[config.mk]
export PLATFORM = sky130hd
export DESIGN_NAME = fft_frame_sequencer
export DESIGN_NICKNAME = d
export VERILOG_FILES = /design/src/rtl/fft_frame_sequencer.sv
export SDC_FILE = /design/constraint.sdc
export NUM_CORES = 1
export LEC_CHECK = 0
export ABC_CLOCK_PERIOD_IN_PS = 5090
export CORE_ASPECT_RATIO = 1.75
export CORE_MARGIN = 2
export CORE_UTILIZATION = 49
export CTS_BUF_LIST = sky130_fd_sc_hd__clkbuf_4 sky130_fd_sc_hd__clkbuf_8 sky130_fd_sc_hd__clkbuf_16
export CTS_CLUSTER_SIZE = 30
export DETAILED_ROUTE_END_ITERATION = 10
export GPL_TIMING_DRIVEN = 0
export PLACE_DENSITY_LB_ADDON = 0.1
export SLEW_MARGIN = 20
export SYNTH_ARGS = -nofsm -noshare
export SYNTH_HDL_FRONTEND = slang
export SYNTH_SLANG_ARGS = --single-unit
export TNS_END_PERCENT = 5
[constraint.sdc]
create_clock -name clk -period 5.09 [get_ports clk]
set_input_delay 0.7635 -clock clk [delete_from_list [all_inputs] [get_ports clk]]
set_output_delay 0.7635 -clock clk [all_outputs]
set_load 0.01 [all_outputs]
[src/rtl/fft_frame_sequencer.sv]
// fft_frame_sequencer
//   Frame-level controller for the pitch-detect FFT path. Waits for a full
//   frame in the input buffer, reads it out as one contiguous NSamples burst
//   (which, delayed by the buffer read latency, becomes the FFT input enable),
//   counts the NSamples output bins, then captures the peak bin index into a
//   valid/ready output register. Output back-pressure never stalls the FSM.
//
// Ports
//   clk, reset    system clock, synchronous active-high reset
//   frame_ready   input buffer holds a complete frame
//   frame_ack     1-cycle pulse: frame consumed, buffer may refill
//   rd_en/rd_addr buffer read strobe / address
//   fft_di_en     FFT input enable (rd_en delayed by RD_LAT cycles)
//   fft_do_en     FFT output-bin valid
//   peak_valid    peak finder result strobe, with peak_k = peak bin index
//   pitch_valid/pitch_ready/pitch_data   result output, valid/ready handshake
//   busy          FSM is not in IDLE (state visibility for checkers)
//   overrun       sticky: an unread result was overwritten
//   timeout_err   sticky: watchdog fired
//
// Handshake: a result transfers in any cycle where pitch_valid and
// pitch_ready are both high; pitch_data is stable while pitch_valid is high
// unless a newer result overwrites it (flagged by overrun).
//
// Configuration macro: SEQ_TIMEOUT_EN enables a watchdog on the WAIT_OUT and
// WAIT_PEAK states. Without it timeout_err is tied low and the FSM waits
// indefinitely for bins and the peak.
module fft_frame_sequencer #(
  parameter int NSamples    = 1024,
  parameter int W           = 16,
  parameter int RD_LAT      = 1,
  parameter int TIMEOUT_CYC = 8192
) (
  input  logic                        clk,
  input  logic                        reset,
  input  logic                        frame_ready,
  output logic                        frame_ack,
  output logic                        rd_en,
  output logic [$clog2(NSamples)-1:0] rd_addr,
  output logic                        fft_di_en,
  input  logic                        fft_do_en,
  input  logic                        peak_valid,
  input  logic [W-1:0]                peak_k,
  output logic                        pitch_valid,
  input  logic                        pitch_ready,
  output logic [W-1:0]                pitch_data,
  output logic                        busy,
  output logic                        overrun,
  output logic                        timeout_err
);

  localparam int AW = $clog2(NSamples);

  if (NSamples < 4 || (NSamples & (NSamples - 1)) != 0 || RD_LAT < 0 || RD_LAT > 3 ||
      TIMEOUT_CYC < 2) begin : g_bad_params
    $error("fft_frame_sequencer: illegal parameter combination");
  end

  typedef enum logic [1:0] {
    IDLE      = 2'd0,
    FEED      = 2'd1,
    WAIT_OUT  = 2'd2,
    WAIT_PEAK = 2'd3
  } state_e;

  state_e          state_q, state_d;
  logic [AW-1:0]   addr_q, addr_d;
  logic [AW-1:0]   bin_q, bin_d;
  logic            capture;
  logic            wd_fire;
  logic            wd_trip;
  logic            pitch_valid_q;
  logic [W-1:0]    pitch_data_q;
  logic            overrun_q;

  // Next-state and strobe logic
  always_comb begin
    state_d   = state_q;
    addr_d    = addr_q;
    bin_d     = bin_q;
    frame_ack = 1'b0;
    rd_en     = 1'b0;
    capture   = 1'b0;
    wd_trip   = 1'b0;
    case (state_q)
      IDLE: begin
        if (frame_ready) begin
          state_d = FEED;
          addr_d  = '0;
          bin_d   = '0;
        end
      end
      FEED: begin
        rd_en  = 1'b1;
        addr_d = addr_q + 1'b1;   // wraps back to 0 after the last sample
        if (fft_do_en) bin_d = bin_q + 1'b1;
        if (addr_q == AW'(NSamples - 1)) begin
          frame_ack = 1'b1;
          state_d   = WAIT_OUT;
        end
      end
      WAIT_OUT: begin
        // A bin arriving in the same cycle the watchdog expires wins.
        if (fft_do_en) begin
          bin_d = bin_q + 1'b1;
          if (bin_q == AW'(NSamples - 1)) state_d = WAIT_PEAK;
        end else if (wd_fire) begin
          wd_trip = 1'b1;
          state_d = IDLE;
        end
      end
      WAIT_PEAK: begin
        if (peak_valid) begin
          capture = 1'b1;
          state_d = IDLE;
        end else if (wd_fire) begin
          wd_trip = 1'b1;
          state_d = IDLE;
        end
      end
      default: state_d = IDLE;
    endcase
  end

  always_ff @(posedge clk) begin
    if (reset) begin
      state_q <= IDLE;
      addr_q  <= '0;
      bin_q   <= '0;
    end else begin
      state_q <= state_d;
      addr_q  <= addr_d;
      bin_q   <= bin_d;
    end
  end

  assign rd_addr = addr_q;
  assign busy    = (state_q != IDLE);

  // Read-latency matching: the delay line runs continuously so the tail of
  // the burst drains after the FSM has already moved to WAIT_OUT.
  if (RD_LAT == 0) begin : g_dly_none
    assign fft_di_en = rd_en;
  end else begin : g_dly
    logic [RD_LAT-1:0] dly_q;
    always_ff @(posedge clk) begin
      if (reset) dly_q <= '0;
      else       dly_q <= (dly_q << 1) | RD_LAT'(rd_en);
    end
    assign fft_di_en = dly_q[RD_LAT-1];
  end

`ifdef SEQ_TIMEOUT_EN
  localparam int WD_W = $clog2(TIMEOUT_CYC);
  logic [WD_W-1:0] wd_q;
  logic            timeout_err_q;

  // Restarts on entry to WAIT_OUT (the frame_ack cycle) and on every bin.
  always_ff @(posedge clk) begin
    if (reset) begin
      wd_q          <= '0;
      timeout_err_q <= 1'b0;
    end else begin
      if (frame_ack || fft_do_en)                        wd_q <= '0;
      else if (state_q == WAIT_OUT || state_q == WAIT_PEAK) wd_q <= wd_q + 1'b1;
      if (wd_trip) timeout_err_q <= 1'b1;
    end
  end

  assign wd_fire     = (wd_q == WD_W'(TIMEOUT_CYC - 1));
  assign timeout_err = timeout_err_q;
`else
  assign wd_fire     = 1'b0;
  assign timeout_err = 1'b0;
`endif

  // Result register. A new capture always wins over a same-cycle handshake;
  // it only counts as an overrun if the old value was not being taken.
  always_ff @(posedge clk) begin
    if (reset) begin
      pitch_valid_q <= 1'b0;
      pitch_data_q  <= '0;
      overrun_q     <= 1'b0;
    end else if (capture) begin
      pitch_data_q  <= peak_k;
      pitch_valid_q <= 1'b1;
      if (pitch_valid_q && !pitch_ready) overrun_q <= 1'b1;
    end else if (pitch_valid_q && pitch_ready) begin
      pitch_valid_q <= 1'b0;
    end
  end

  assign pitch_valid = pitch_valid_q;
  assign pitch_data  = pitch_data_q;
  assign overrun     = overrun_q;

endmodule
==> results.json <==
{
  "synth_cell_types": 35,
  "cts.clk_slew.worst_paths_ns": 0.07,
  "drv_slew": 0,
  "fp.dieW_um": 49.6,
  "synthArstFlopShare_pct": 0,
  "hold_depth": 2,
  "vias": 1591,
  "cts.sinks": 41,
  "num_antenna_cells": 0,
  "grt_pass1_wl_um": 6260,
  "reg2reg_from": "state_q[0]",
  "required_ns": 4.33,
  "drv_cap": 0,
  "p_leak_nw": 0.840,
  "critical_path_arrival_ns": 1.99,
  "drc": 0,
  "fin_crit_ns": 2.75,
  "synth_seq_cells": 41,
  "critPathMaxFanout": 6,
  "syn_avg_cell_area_um2": 8.51,
  "stdcell_count": 314,
  "core_um2": 3560,
  "relSlewSlack_pct": 54.5,
  "syn_to_final_growth_pct": 36.5,
  "hold_buffers": 0,
  "setup_viol": 0,
  "cts_root_buffer": "clkbuf_8",
  "die_y_um": 83.9,
  "num_rows": 29,
  "post_dp_cell_area_um2": 2360,
  "setup_slack_ns": 2.34,
  "worst_r2r_endpoint": "state_q[0]",
  "postSynthCellCount": 210,
  "layout_common_cells": "clkdlybuf4s50_1, nand2_1, dfxtp_1",
  "gr-total-overflow": 0,
  "synth_edf_count": 0,
  "grt_antenna_before_repair": 0,
  "cts_buffers": 5,
  "startpoint_type": "register",
  "end_kind": "primary output",
  "start_util_pct": 50.2,
  "wire_per_inst_um": 11.9,
  "ant_nets": 0,
  "pin_count": 55,
  "p_total_uw": 814,
  "cts_setup_buffers": 0,
  "tightestPinTransition_ns": 0.681,
  "grt_usage_pct": 19.1,
  "die_area_um2": 4160,
  "synth_area_um2": 1790,
  "rsz0062_at_grt": "no",
  "cts_max_level": 2,
  "vias_per_cell": 5.07,
  "synthFlopType": "dfxtp_1",
  "seq_area_frac_synth_pct": 45.9,
  "rrSetupSlack_ns": 2.89,
  "status": "completed",
  "holdWs_ns": 0.453,
  "min-delay-start": "pitch_data[9]",
  "dp_hpwl_um": 2860,
  "drtIter0Drc": 28,
  "max-clock-path-buffers": 2,
  "design_area_um2": 2440,
  "final_common_cell": "clkdlybuf4s50_1",
  "first_pass_iters": 4,
  "final_hold_viol_count": 0,
  "reg2reg_depth": 7,
  "tns_ns": 0,
  "routed_wl_um": 3720,
  "grt_pass1_vias": 1504,
  "dp_cells": 308,
  "min_to": "pitch_data[9]",
  "ys_warn_count": 0,
  "final_net_count": 298,
  "clock.fmax_mhz": 364,
  "cts_tree": "built",
  "drive_above_1_share_pct": 5.22,
  "power_density_nw_per_um2": 334,
  "pre_cts_ws_ns": 2.50,
  "cts_resized": 0,
  "final_util_pct": 68.6,
  "port_buffers": 52,
  "fin_skew_ns": 0.00528,
  "hp-class": "reg2reg",
  "min_period_over_period_pct": 54.0,
  "path_class": "reg2out",
  "irDropWorstVdd_v": 0.000310,
  "syn_nets": 239,
  "gp_congestion": 0.760,
  "grt_start_max_net_pins": 12,
  "nFillCells": 331,
  "clock_latency_ns": 0.28
}
==> logic make-up (layout without fill, tap and decap cells) <==
logic type,after synthesis,after routing,share of synthesized area [%]
AO/OA/AOI/OAI,37,37,11.8
XOR/XNOR,12,12,5.88
adder cells (fa/ha/maj),7,7,4.90
buffers and inverters,15,73,3.36
flip-flops,41,41,45.9
multiplexers,4,4,2.38
other,1,1,0.210
AND/OR/NAND/NOR,93,93,25.6
==> routing by layer <==
layer / track usage (%) / routed length, µm / vias up
li1: - / - / 831
met1: 18.9 / 1490 / 718
met2: 35.3 / 1980 / 36
met3: 6.27 / 193 / 6
met4: 7.58 / 54 / 0
met5: 0 / 0 / -
==> cell usage after synthesis (2+ instances only) <==
library cell	count	share of area, %
mux2_2	2	1.3
nand4_1	8	2.8
nor2_1	16	3.4
nand2_1	43	9.0
nor4_1	2	0.70
clkbuf_1	8	1.7
o21bai_1	2	0.84
xnor2_1	6	2.9
o21ai_0	6	1.7
a21oi_1	24	6.7
nand3_1	3	0.84
ha_1	7	4.9
or3_1	5	1.8
mux2i_1	2	1.1
inv_1	6	1.3
dfxtp_1	41	46
xor2_1	6	2.9
and2_1	3	1.1
nand2b_1	4	1.4
==> sequential cells by signal (all words and copies together), names as in the netlist <==
name and flops:
pitch_data 16, bin_q 10, rd_addr 10, state_q 2, fft_di_en 1, overrun 1, pitch_valid 1
==> critical path, stage by stage (launching register included) <==
cell and delay (ns):
dfxtp_1 0.41, ha_1 0.25, nand2_1 0.07, or3_4 0.34, nor2_1 0.09, clkdlybuf4s50_1 0.54
==> how the worst max path moves through the flow <==
stage           startpoint        end  slack [ns]
2_1_floorplan   rd_addr[0]  frame_ack        3.12
3_3_place_gp   frame_ready   bin_q[8]        2.51
3_5_place_dp   frame_ready   bin_q[9]        2.50
4_1_cts         rd_addr[1]  frame_ack        2.32
5_1_grt         rd_addr[1]  frame_ack        2.26
6_report        rd_addr[0]  frame_ack        2.34
==> layout make-up <==
| class | count | area (µm²) | area share, % |
|---|---|---|---|
| plain buffers | 9 | 37.5 | 1.54 |
| clock buffers | 5 | 68.8 | 2.82 |
| clock inverters | 1 | 5.00 | 0.205 |
| inverters | 6 | 22.5 | 0.924 |
| multi-input cells | 154 | 906 | 37.1 |
| flip-flops and latches | 41 | 821 | 33.7 |
| well taps | 46 | 57.6 | 2.36 |
| repair buffers | 52 | 520 | 21.3 |
==> report_power, final <==
group / internal [mW] / total (mW) / switching, mW
Sequential: 0.343 / 0.360 / 0.0168
Combinational: 0.119 / 0.265 / 0.145
Clock: 0.0901 / 0.190 / 0.0996
Power figures use the tool's default switching activity.
